## config.mk

```make
export PLATFORM = sky130hd
export DESIGN_NAME = simple_uart_tx_flat
export DESIGN_NICKNAME = d
export VERILOG_FILES = /design/src/rtl/simple_uart_tx_if.sv /design/src/rtl/simple_uart_tx.sv /design/src/flat_wrapper.sv
export SDC_FILE = /design/constraint.sdc
export NUM_CORES = 1
export LEC_CHECK = 0
export ABC_AREA = 1
export BUFFER_PORTS_ARGS = -buffer_cell sky130_fd_sc_hd__buf_2
export CAP_MARGIN = 30
export CELL_PAD_IN_SITES_DETAIL_PLACEMENT = 1
export CELL_PAD_IN_SITES_GLOBAL_PLACEMENT = 1
export CORE_AREA = 3 3 44 86
export DETAILED_ROUTE_END_ITERATION = 6
export DIE_AREA = 0 0 47 89
export PLACE_DENSITY_LB_ADDON = 0.12
export SYNTH_ARGS = -nofsm -noshare
export SYNTH_HDL_FRONTEND = slang
export SYNTH_SLANG_ARGS = --single-unit
```

## constraint.sdc

```tcl
create_clock -name CLK -period 4.3 [get_ports CLK]
set_input_delay 0.43 -clock CLK [delete_from_list [all_inputs] [get_ports CLK]]
set_output_delay 0.43 -clock CLK [all_outputs]
set_load 0.01 [all_outputs]
```

## src/rtl/simple_uart_tx_if.sv

```systemverilog
// FIFO read-side bundle between the UART transmitter and its byte FIFO.
// The transmitter owns the pop strobe; the FIFO presents its head byte and
// its empty flag.
interface simple_uart_tx_if #(
  parameter int DATA_WIDTH = 8
);
  logic [DATA_WIDTH-1:0] fifo_rd_data;
  logic                  fifo_empty;
  logic                  fifo_rd_en;

  // Transmitter side: consumes head byte and empty flag, drives the pop.
  modport master (
    input  fifo_rd_data,
    input  fifo_empty,
    output fifo_rd_en
  );

  // FIFO side: presents head byte and empty flag, receives the pop.
  modport slave (
    output fifo_rd_data,
    output fifo_empty,
    input  fifo_rd_en
  );
endinterface

```

## src/rtl/simple_uart_tx.sv

```systemverilog
// 8N1 UART transmitter fed from a FIFO.
// A byte is popped in the single IDLE cycle that sees a non-empty FIFO, then
// shifted out as start bit, eight data bits LSB first, and stop bit, each held
// for CLKS_PER_BIT clocks. Back-to-back frames are separated by exactly one
// idle-high cycle, the cycle in which the next byte is popped.
module simple_uart_tx #(
  parameter int CLKS_PER_BIT = 868,
  parameter int DATA_WIDTH   = 8
) (
  input  logic             CLK,
  input  logic             RST,
  simple_uart_tx_if.master fifo,
  output logic             txd,
  output logic             busy
);

  // Counter spans 0..CLKS_PER_BIT-1, so ceil(log2) bits never overflow.
  localparam int CNT_W = (CLKS_PER_BIT > 1) ? $clog2(CLKS_PER_BIT) : 1;
  localparam int IDX_W = (DATA_WIDTH > 1) ? $clog2(DATA_WIDTH) : 1;
  localparam logic [CNT_W-1:0] CNT_LAST = CNT_W'(CLKS_PER_BIT - 1);
  localparam logic [IDX_W-1:0] IDX_LAST = IDX_W'(DATA_WIDTH - 1);

  typedef enum logic [1:0] {
    IDLE  = 2'd0,
    START = 2'd1,
    DATA  = 2'd2,
    STOP  = 2'd3
  } state_e;

  state_e                state_q, state_d;
  logic [CNT_W-1:0]      cnt_q,   cnt_d;
  logic [IDX_W-1:0]      idx_q,   idx_d;
  logic [DATA_WIDTH-1:0] shift_q, shift_d;
  logic                  txd_q,   txd_d;
  logic                  pop;
  logic                  bit_done;

  // The pop is combinational so the FIFO advances on the same edge that
  // captures its head byte; reset gates it so a held reset never pops.
  assign pop       = (state_q == IDLE) && !fifo.fifo_empty && !RST;
  assign bit_done  = (cnt_q == CNT_LAST);

  assign fifo.fifo_rd_en = pop;
  assign txd             = txd_q;
  assign busy            = (state_q != IDLE);

  // Next-state logic: frame sequencing, baud counting and bit shifting.
  always_comb begin
    state_d = state_q;
    cnt_d   = cnt_q;
    idx_d   = idx_q;
    shift_d = shift_q;
    txd_d   = txd_q;

    unique case (state_q)
      IDLE: begin
        txd_d = 1'b1;
        if (pop) begin
          shift_d = fifo.fifo_rd_data;
          state_d = START;
          txd_d   = 1'b0;
          cnt_d   = '0;
          idx_d   = '0;
        end
      end

      START: begin
        if (bit_done) begin
          state_d = DATA;
          txd_d   = shift_q[0];
          cnt_d   = '0;
        end else begin
          cnt_d = cnt_q + CNT_W'(1);
        end
      end

      DATA: begin
        if (bit_done) begin
          cnt_d = '0;
          if (idx_q == IDX_LAST) begin
            state_d = STOP;
            txd_d   = 1'b1;
          end else begin
            // Bit 1 of the current register becomes bit 0 after the shift.
            shift_d = shift_q >> 1;
            idx_d   = idx_q + IDX_W'(1);
            txd_d   = shift_q[1];
          end
        end else begin
          cnt_d = cnt_q + CNT_W'(1);
        end
      end

      STOP: begin
        txd_d = 1'b1;
        if (bit_done) begin
          state_d = IDLE;
          cnt_d   = '0;
        end else begin
          cnt_d = cnt_q + CNT_W'(1);
        end
      end

      default: begin
        state_d = IDLE;
        txd_d   = 1'b1;
        cnt_d   = '0;
        idx_d   = '0;
      end
    endcase
  end

  // State register; reset forces an idle-high line at once and drops any
  // byte already taken from the FIFO.
  always_ff @(posedge CLK or posedge RST) begin
    if (RST) begin
      state_q <= IDLE;
      cnt_q   <= '0;
      idx_q   <= '0;
      shift_q <= '0;
      txd_q   <= 1'b1;
    end else begin
      state_q <= state_d;
      cnt_q   <= cnt_d;
      idx_q   <= idx_d;
      shift_q <= shift_d;
      txd_q   <= txd_d;
    end
  end

endmodule
```

## src/flat_wrapper.sv

```systemverilog
// flat-port wrapper written by rule: the top's interface ports become plain ports
module simple_uart_tx_flat 
#(
  parameter int CLKS_PER_BIT = 868,
  parameter int DATA_WIDTH   = 8
)
  (CLK, RST, txd, busy, fifo_fifo_rd_data, fifo_fifo_empty, fifo_fifo_rd_en);
  simple_uart_tx_if #(.DATA_WIDTH(DATA_WIDTH)) fifo_i ();
  input  logic CLK;
  input  logic RST;
  output logic txd;
  output logic busy;
  input wire logic [$bits(fifo_i.fifo_rd_data)-1:0] fifo_fifo_rd_data;
  input wire logic [$bits(fifo_i.fifo_empty)-1:0] fifo_fifo_empty;
  output wire logic [$bits(fifo_i.fifo_rd_en)-1:0] fifo_fifo_rd_en;
  assign fifo_i.fifo_rd_data = fifo_fifo_rd_data;
  assign fifo_i.fifo_empty = fifo_fifo_empty;
  assign fifo_fifo_rd_en = fifo_i.fifo_rd_en;
  simple_uart_tx #(.CLKS_PER_BIT(CLKS_PER_BIT), .DATA_WIDTH(DATA_WIDTH)) u_core (.CLK(CLK), .RST(RST), .fifo(fifo_i), .txd(txd), .busy(busy));
endmodule
```

# Yosys cells after proc, flatten, opt, wreduce, memory -nomap -nowiden
# Cells that the tools add are included.
[word_totals]
in_bits = 11
output_inout_bits = 3
elab_cells = 51
reg_bits = 24
[classes]
addsub = 2
mux = 22
reduce_logical = 11
n_eq_ne = 11
[ops]
columns = ["operator", "count"]
rows = [
  ["two-way mux 8 bit", 3],
  ["two-way mux 10 bit", 2],
  ["case mux 10 bit (2 select lines)", 1],
  ["case mux 8 bit (2 select lines)", 1],
  ["adder 10 x 1 -> 10 bit (second input constant)", 1],
  ["equality test 10 bit (second input constant)", 1],
  ["two-way mux 2 bit", 5],
  ["two-way mux 3 bit", 3],
  ["!= test 2 x 1 -> 1 bit (second input constant)", 4],
  ["case mux 2 bit (4 select lines)", 1],
  ["case mux 3 bit (2 select lines)", 1],
  ["AND reduction 5 bit", 1],
  ["equality test 2 bit (second input constant)", 2],
  ["two-way mux 1 bit", 4],
  ["!= test 2 bit (second input constant)", 2],
  ["case mux 1 bit (4 select lines)", 1],
  ["AND reduction 4 bit", 1],
  ["nonzero test 2 bit", 2],
  ["adder 3 x 1 -> 3 bit (second input constant)", 1],
  ["equality test 3 bit (second input constant)", 1],
  ["OR reduction 3 bit", 1],
  ["equality test 2 x 1 -> 1 bit (second input constant)", 1],
  ["logical AND 1 bit", 2],
  ["zero test 1 bit", 2],
  ["2 further kinds", 2],
]

# Depth between registers and ports, before layout
[logic_depth]
depth_word = 5
mapped_depth = 9
depth_no_buf = 8

# Least setup slack after synthesis
# OpenSTA, ideal clock, no wires.
[synth_path]
path_kind = "input -> register"
start = "input port RST"
end = "register u_core.state_q[0]"
setup_ps = 117
stages = 8
t_arrival_ps = 1740
slack_ps = 2443
n_path_buf = 0
path_cell_list = "inv_1 nand2_1 nand2_2 inv_1 nor2_1 nand3_1 nand2_1 nand2_1"
[synth_via]
elab_chain_len = 4
[synth_rtl]
columns = ["item", "line_no", "source"]
rows = [
  ["from (decl)", "flat_wrapper.sv:10", "input logic RST;"],
  ["zero test 1 bit", "simple_uart_tx.sv:40", "assign pop = (state_q == IDLE) && !fifo.fifo_empty && !RST;"],
  ["logical AND 1 bit", "simple_uart_tx.sv:40", ""],
  ["!= test 2 bit (no source line)", "n/a", ""],
  ["AND reduction 5 bit (no source line)", "n/a", ""],
  ["to (signal assigned)", "simple_uart_tx.sv:123", "state_q <= state_d;"],
  ["to (decl)", "simple_uart_tx.sv:30", "state_e state_q, state_d;"],
]
# No other way between the ends.
# A chain may end at the register's enable or synchronous reset.

# Worst setup path in the final report
[layout_path]
start = "register u_core.state_q[0]"
end = "register u_core.idx_q[2]"
[layout_via]
elab_chain_len = 5
[layout_rtl]
columns = ["item", "line_no", "source"]
rows = [
  ["zero test 2 bit", "simple_uart_tx.sv:40, simple_uart_tx.sv:55", ""],
  ["logical AND 1 bit (2 in a row)", "simple_uart_tx.sv:40", ""],
  ["!= test 2 bit (no source line)", "n/a", ""],
  ["AND reduction 4 bit (no source line)", "n/a", ""],
  ["to (signal assigned)", "simple_uart_tx.sv:125", "idx_q <= idx_d;"],
  ["to (decl)", "simple_uart_tx.sv:32", "logic [IDX_W-1:0] idx_q, idx_d;"],
]
# Parallel ways exist; a longest one is shown, timed or not.

==> flow_summary.html <==
<table>
<tr><th>Metric</th><th>Value</th></tr>
<tr><th colspan="2">Status</th></tr>
<tr><td>Result of the run</td><td>finished, final reports clean</td></tr>
<tr><th colspan="2">Drt</th></tr>
<tr><td>Remaining design rule violation count</td><td>0</td></tr>
<tr><td>Number of routed nets with antenna violations</td><td>0</td></tr>
<tr><td>Via count</td><td>1297</td></tr>
<tr><td>Iter 0 DRT Violations</td><td>15</td></tr>
<tr><td>Post-detailed-routing wire length</td><td>3649 microns</td></tr>
<tr><td>Length of the first detailed-routing pass in iterations</td><td>3</td></tr>
<tr><td>Detailed-route wire length per cell</td><td>15.20 microns</td></tr>
<tr><td>Routed vias/inst</td><td>5.404</td></tr>
<tr><th colspan="2">STA</th></tr>
<tr><td>RSZ-0062 raised after global routing</td><td>no</td></tr>
<tr><td>Setup violation total in the final timing report</td><td>0</td></tr>
<tr><td>Tightest slew margin relative to the limit</td><td>38.00%</td></tr>
<tr><td>Minimum period implied by the final worst setup slack</td><td>2.636 ns</td></tr>
<tr><td>Hold slack final</td><td>0.2026 ns</td></tr>
<tr><td>Slew of the pin with the lowest slew margin</td><td>0.9299 ns</td></tr>
<tr><td>Worst Clk Skew</td><td>0.01055 ns</td></tr>
<tr><td>Total negative slack</td><td>0 ns</td></tr>
<tr><td>Final max-slew violation count</td><td>0</td></tr>
<tr><td>Achievable frequency</td><td>379.4 MHz</td></tr>
<tr><td>Final hold violations</td><td>0</td></tr>
<tr><td>Crit share post-route</td><td>61.30%</td></tr>
<tr><th colspan="2">Clock network</th></tr>
<tr><td>Post_cts resized</td><td>0</td></tr>
<tr><td>Clock insertion delay at the later pin of the skew report</td><td>0.27 ns</td></tr>
<tr><td>Hold-fix buffers at CTS</td><td>0</td></tr>
<tr><td>Total setup buffers inserted after CTS</td><td>0</td></tr>
<tr><td>Clk root buf</td><td>sky130_fd_sc_hd__clkbuf_8</td></tr>
<tr><td>Clk sink count</td><td>24</td></tr>
<tr><td>Number of levels the H-tree was split into</td><td>1</td></tr>
<tr><td>Clock-pin slew on the worst setup and hold paths</td><td>0.09 ns</td></tr>
<tr><td>TritonCTS clock tree</td><td>yes</td></tr>
<tr><td>Cts bufs inserted</td><td>3</td></tr>
<tr><td>Maximum buffer depth of the clock tree</td><td>2</td></tr>
<tr><th colspan="2">Setup path</th></tr>
<tr><td>Setup crit end kind</td><td>flop</td></tr>
<tr><td>Worst path buffer plus inverter count</td><td>1</td></tr>
<tr><td>Worst endpoint required time</td><td>4.46 ns</td></tr>
<tr><td>Critical path type</td><td>reg2reg</td></tr>
<tr><td>Largest driver fanout on the critical path</td><td>17</td></tr>
<tr><td>Critical Path Slowest Stage Cell</td><td>sky130_fd_sc_hd__a21oi_1</td></tr>
<tr><td>Most frequent CP cell</td><td>sky130_fd_sc_hd__nand2_1</td></tr>
<tr><td>Maximum single-stage delay on the critical path</td><td>0.74 ns</td></tr>
<tr><td>Chain of cells forming the critical path</td><td>inv_1 -&gt; ha_1 -&gt; nor2_1 -&gt; a21oi_1 -&gt; nand3_2 -&gt; nand2_1 -&gt; nand2_1</td></tr>
<tr><td>Worst Setup Start Kind</td><td>flop</td></tr>
<tr><td>Kind of cell adding the most delay to the critical path</td><td>compound AO/OA/AOI/OAI gates</td></tr>
<tr><td>Arr. time, crit path</td><td>2.79 ns</td></tr>
<tr><th colspan="2">Synthesis</th></tr>
<tr><td>Async S/R FF share, synth</td><td>100.0%</td></tr>
<tr><td>Synthesized instance count</td><td>197</td></tr>
<tr><td>Mapped Avg Cell Area</td><td>7.406 sq um</td></tr>
<tr><td>Area leader, netlist</td><td>sky130_fd_sc_hd__dfrtp_1</td></tr>
<tr><td>Fraction of post-synthesis cell area in the top cell type by area</td><td>39.45%</td></tr>
<tr><td>Top FF cell, synth</td><td>sky130_fd_sc_hd__dfrtp_1</td></tr>
<tr><td>Fraction of the yosys area taken by sequential cells</td><td>41.25%</td></tr>
<tr><td>Number of synthesized register bits</td><td>24</td></tr>
<tr><td>Synthesized net count</td><td>216</td></tr>
<tr><td>Cells taking the most area after synthesis</td><td>sky130_fd_sc_hd__dfrtp_1 (39%), sky130_fd_sc_hd__nand2_1 (20%), sky130_fd_sc_hd__ha_1 (6.9%)</td></tr>
<tr><td>Synthesized area</td><td>1459 sq um</td></tr>
<tr><td>Count of flip-flops with a built-in enable after synthesis</td><td>0</td></tr>
<tr><td>Count of cell types in the netlist</td><td>25</td></tr>
<tr><td>Count of warnings emitted by yosys</td><td>0</td></tr>
<tr><th colspan="2">Die</th></tr>
<tr><td>Std-Cell Rows</td><td>29</td></tr>
<tr><td>Initial Utilization</td><td>45.69%</td></tr>
<tr><td>Y dimension of the die</td><td>89 microns</td></tr>
<tr><td>Horizontal extent of the die</td><td>47 microns</td></tr>
<tr><td>Area of the core</td><td>3193 sq um</td></tr>
<tr><td>Num ports</td><td>14</td></tr>
<tr><td>DIE AREA</td><td>4183 sq um</td></tr>
<tr><th colspan="2">Min path</th></tr>
<tr><td>Hold Crit Class</td><td>in2async</td></tr>
<tr><th colspan="2">Power and ir drop</th></tr>
<tr><td>Leak Pwr</td><td>0.0008692 uW</td></tr>
<tr><td>Overall Power</td><td>1134 uW</td></tr>
<tr><td>Power Density</td><td>716.2 nW/um^2</td></tr>
<tr><td>IR drop worst, VDD</td><td>0.3824 mV</td></tr>
<tr><th colspan="2">Place</th></tr>
<tr><td>Placer Congestion</td><td>0.8078</td></tr>
<tr><td>Buffers on Ports</td><td>13</td></tr>
<tr><td>Cells after DPL</td><td>236</td></tr>
<tr><td>HPWL reported at the end of detailed placement</td><td>2867 microns</td></tr>
<tr><th colspan="2">Job</th></tr>
<tr><td>Total of max-cap violations</td><td>0</td></tr>
<tr><th colspan="2">Global routing</th></tr>
<tr><td>Number of antenna violations at the first check in global routing</td><td>0</td></tr>
<tr><td>Number of global-route vias before repair</td><td>1447</td></tr>
<tr><td>Global-route wire length before repair</td><td>6430 microns</td></tr>
<tr><td>Maximum number of pins on one net before global-route repair</td><td>26</td></tr>
<tr><td>Overall fraction of global-route tracks in use</td><td>21.01%</td></tr>
<tr><td>Remaining Overflow, GRT</td><td>0</td></tr>
<tr><th colspan="2">Cells and area</th></tr>
<tr><td>Number of antenna repair diodes</td><td>0</td></tr>
<tr><td>Layout area overhead</td><td>8.576%</td></tr>
<tr><td>Fraction of final layout cells sized beyond drive strength 1</td><td>13.88%</td></tr>
<tr><td>Number of cells in the finished layout apart from fillers</td><td>240</td></tr>
<tr><td>Filler Cell Count</td><td>431</td></tr>
<tr><td>Final net count</td><td>229</td></tr>
</table>
cells by family (layout without fill, tap and decap cells):
kind of cell | after synthesis | after routing | synth area share (%)
DFF | 24 | 24 | 41.25
xor gates and xnor gates | 3 | 3 | 1.801
adders and majority gates | 8 | 8 | 6.861
buffers and inverters | 25 | 37 | 7.717
AOI/OAI and AO/OA | 10 | 10 | 3.773
and+or+nand+nor | 127 | 127 | 38.59
Yosys cell counts (2+ instances only):
cell type                  n
sky130_fd_sc_hd__nand3_1  12
sky130_fd_sc_hd__dfrtp_1  23
sky130_fd_sc_hd__nand3_2   2
sky130_fd_sc_hd__o22ai_1   2
sky130_fd_sc_hd__buf_4     2
sky130_fd_sc_hd__xor2_1    2
sky130_fd_sc_hd__inv_1    17
sky130_fd_sc_hd__nand2_2   3
sky130_fd_sc_hd__nand2_1  77
sky130_fd_sc_hd__o21ai_0   6
sky130_fd_sc_hd__ha_1      8
sky130_fd_sc_hd__nand4_1  14
sky130_fd_sc_hd__buf_2     3
sky130_fd_sc_hd__nor2_1   14
sky130_fd_sc_hd__or2_2     2
placed cells by master (no fill, tap or decap):
cell and count:
sky130_fd_sc_hd__or2_2 2, sky130_fd_sc_hd__buf_4 1, sky130_fd_sc_hd__a21oi_1 1, sky130_fd_sc_hd__nand3_1 12
sky130_fd_sc_hd__ha_1 8, sky130_fd_sc_hd__nand2_1 77, sky130_fd_sc_hd__clkbuf_8 4, sky130_fd_sc_hd__nor2_1 14
sky130_fd_sc_hd__dfstp_2 1, sky130_fd_sc_hd__nand4_1 14, sky130_fd_sc_hd__buf_2 13, sky130_fd_sc_hd__xor2_1 2
sky130_fd_sc_hd__nor2_2 1, sky130_fd_sc_hd__nor3_1 1, sky130_fd_sc_hd__xnor2_1 1, sky130_fd_sc_hd__nand3_2 2
sky130_fd_sc_hd__clkinv_1 1, sky130_fd_sc_hd__nor2_4 1, sky130_fd_sc_hd__inv_2 1, sky130_fd_sc_hd__o22ai_1 2
sky130_fd_sc_hd__dfrtp_1 23, sky130_fd_sc_hd__nand2_2 3, sky130_fd_sc_hd__o21bai_1 1, sky130_fd_sc_hd__inv_1 17
sky130_fd_sc_hd__o21ai_0 6
power by group:
part           internal, uW  switching [uW]
logic                   185             376
registers               329            87.0
clock network          81.8            75.4
total                   596             538
sequential cells by signal (all words and copies together), names as in the netlist:
register and flops:
u_core.cnt_q 10, u_core.shift_q 8, u_core.txd 1, u_core.state_q 2, u_core.idx_q 3
routing by layer:
layer / routed length, microns / global-route usage [%] / up-vias / part of all wire, %
met5: 0 / 0 / - / 0
met4: 73 / 8.816 / 0 / 2.0
met3: 74 / 2.218 / 8 / 2.0
met2: 2119 / 39.41 / 17 / 58
met1: 1381 / 22.00 / 620 / 38
li1: - / - / 652 / -
metrics by stage:
step	utilization [%]	setup slack, ns	instance area [sq um]
after floorplan	-	2.443	1459
after global placement	47.88	1.889	1529
after detailed placement	47.88	1.676	1529
after CTS	49.61	1.641	1584
after global routing	49.61	1.431	1584
final	49.61	1.664	1584
cell type report:
cell class,instances,area [sq um],share of cell area [%]
Clock buffer,4,55.05,3.476
Inverter,19,71.32,4.502
Multi-Input combinational cell,148,744.5,47.00
Sequential cell,24,601.8,37.99
Tap cell,31,38.79,2.449
Timing Repair Buffer,14,72.57,4.581
worst reg2reg max path: stages (launching register included):
cell	delay, ns
sky130_fd_sc_hd__dfrtp_1	0.44
sky130_fd_sc_hd__inv_1	0.14
sky130_fd_sc_hd__ha_1	0.53
sky130_fd_sc_hd__nor2_1	0.11
sky130_fd_sc_hd__a21oi_1	0.74
sky130_fd_sc_hd__nand3_2	0.36
sky130_fd_sc_hd__nand2_1	0.15
sky130_fd_sc_hd__nand2_1	0.06
worst paths after layout:
kind / slack (ns) / to / cells past startpoint / start
worst max-delay path: 1.66 / u_core.idx_q[2]$_DFFE_PP0P_ / 7 / u_core.state_q[0]$_DFFE_PP0P_
worst min-delay path: 0.20 / u_core.state_q[0]$_DFFE_PP0P_ / 3 / RST
worst max register to register: 1.66 / u_core.idx_q[2]$_DFFE_PP0P_ / 7 / u_core.state_q[0]$_DFFE_PP0P_
worst min register to register: 0.49 / u_core.shift_q[4]$_DFFE_PP0P_ / 2 / u_core.shift_q[4]$_DFFE_PP0P_
max in group asynchronous: 3.81 / u_core.txd$_DFFE_PP1P_ / 3 / RST
min in group CLK: 0.49 / u_core.shift_q[4]$_DFFE_PP0P_ / 2 / u_core.shift_q[4]$_DFFE_PP0P_
Note: power is estimated with default switching activity, not from simulation.
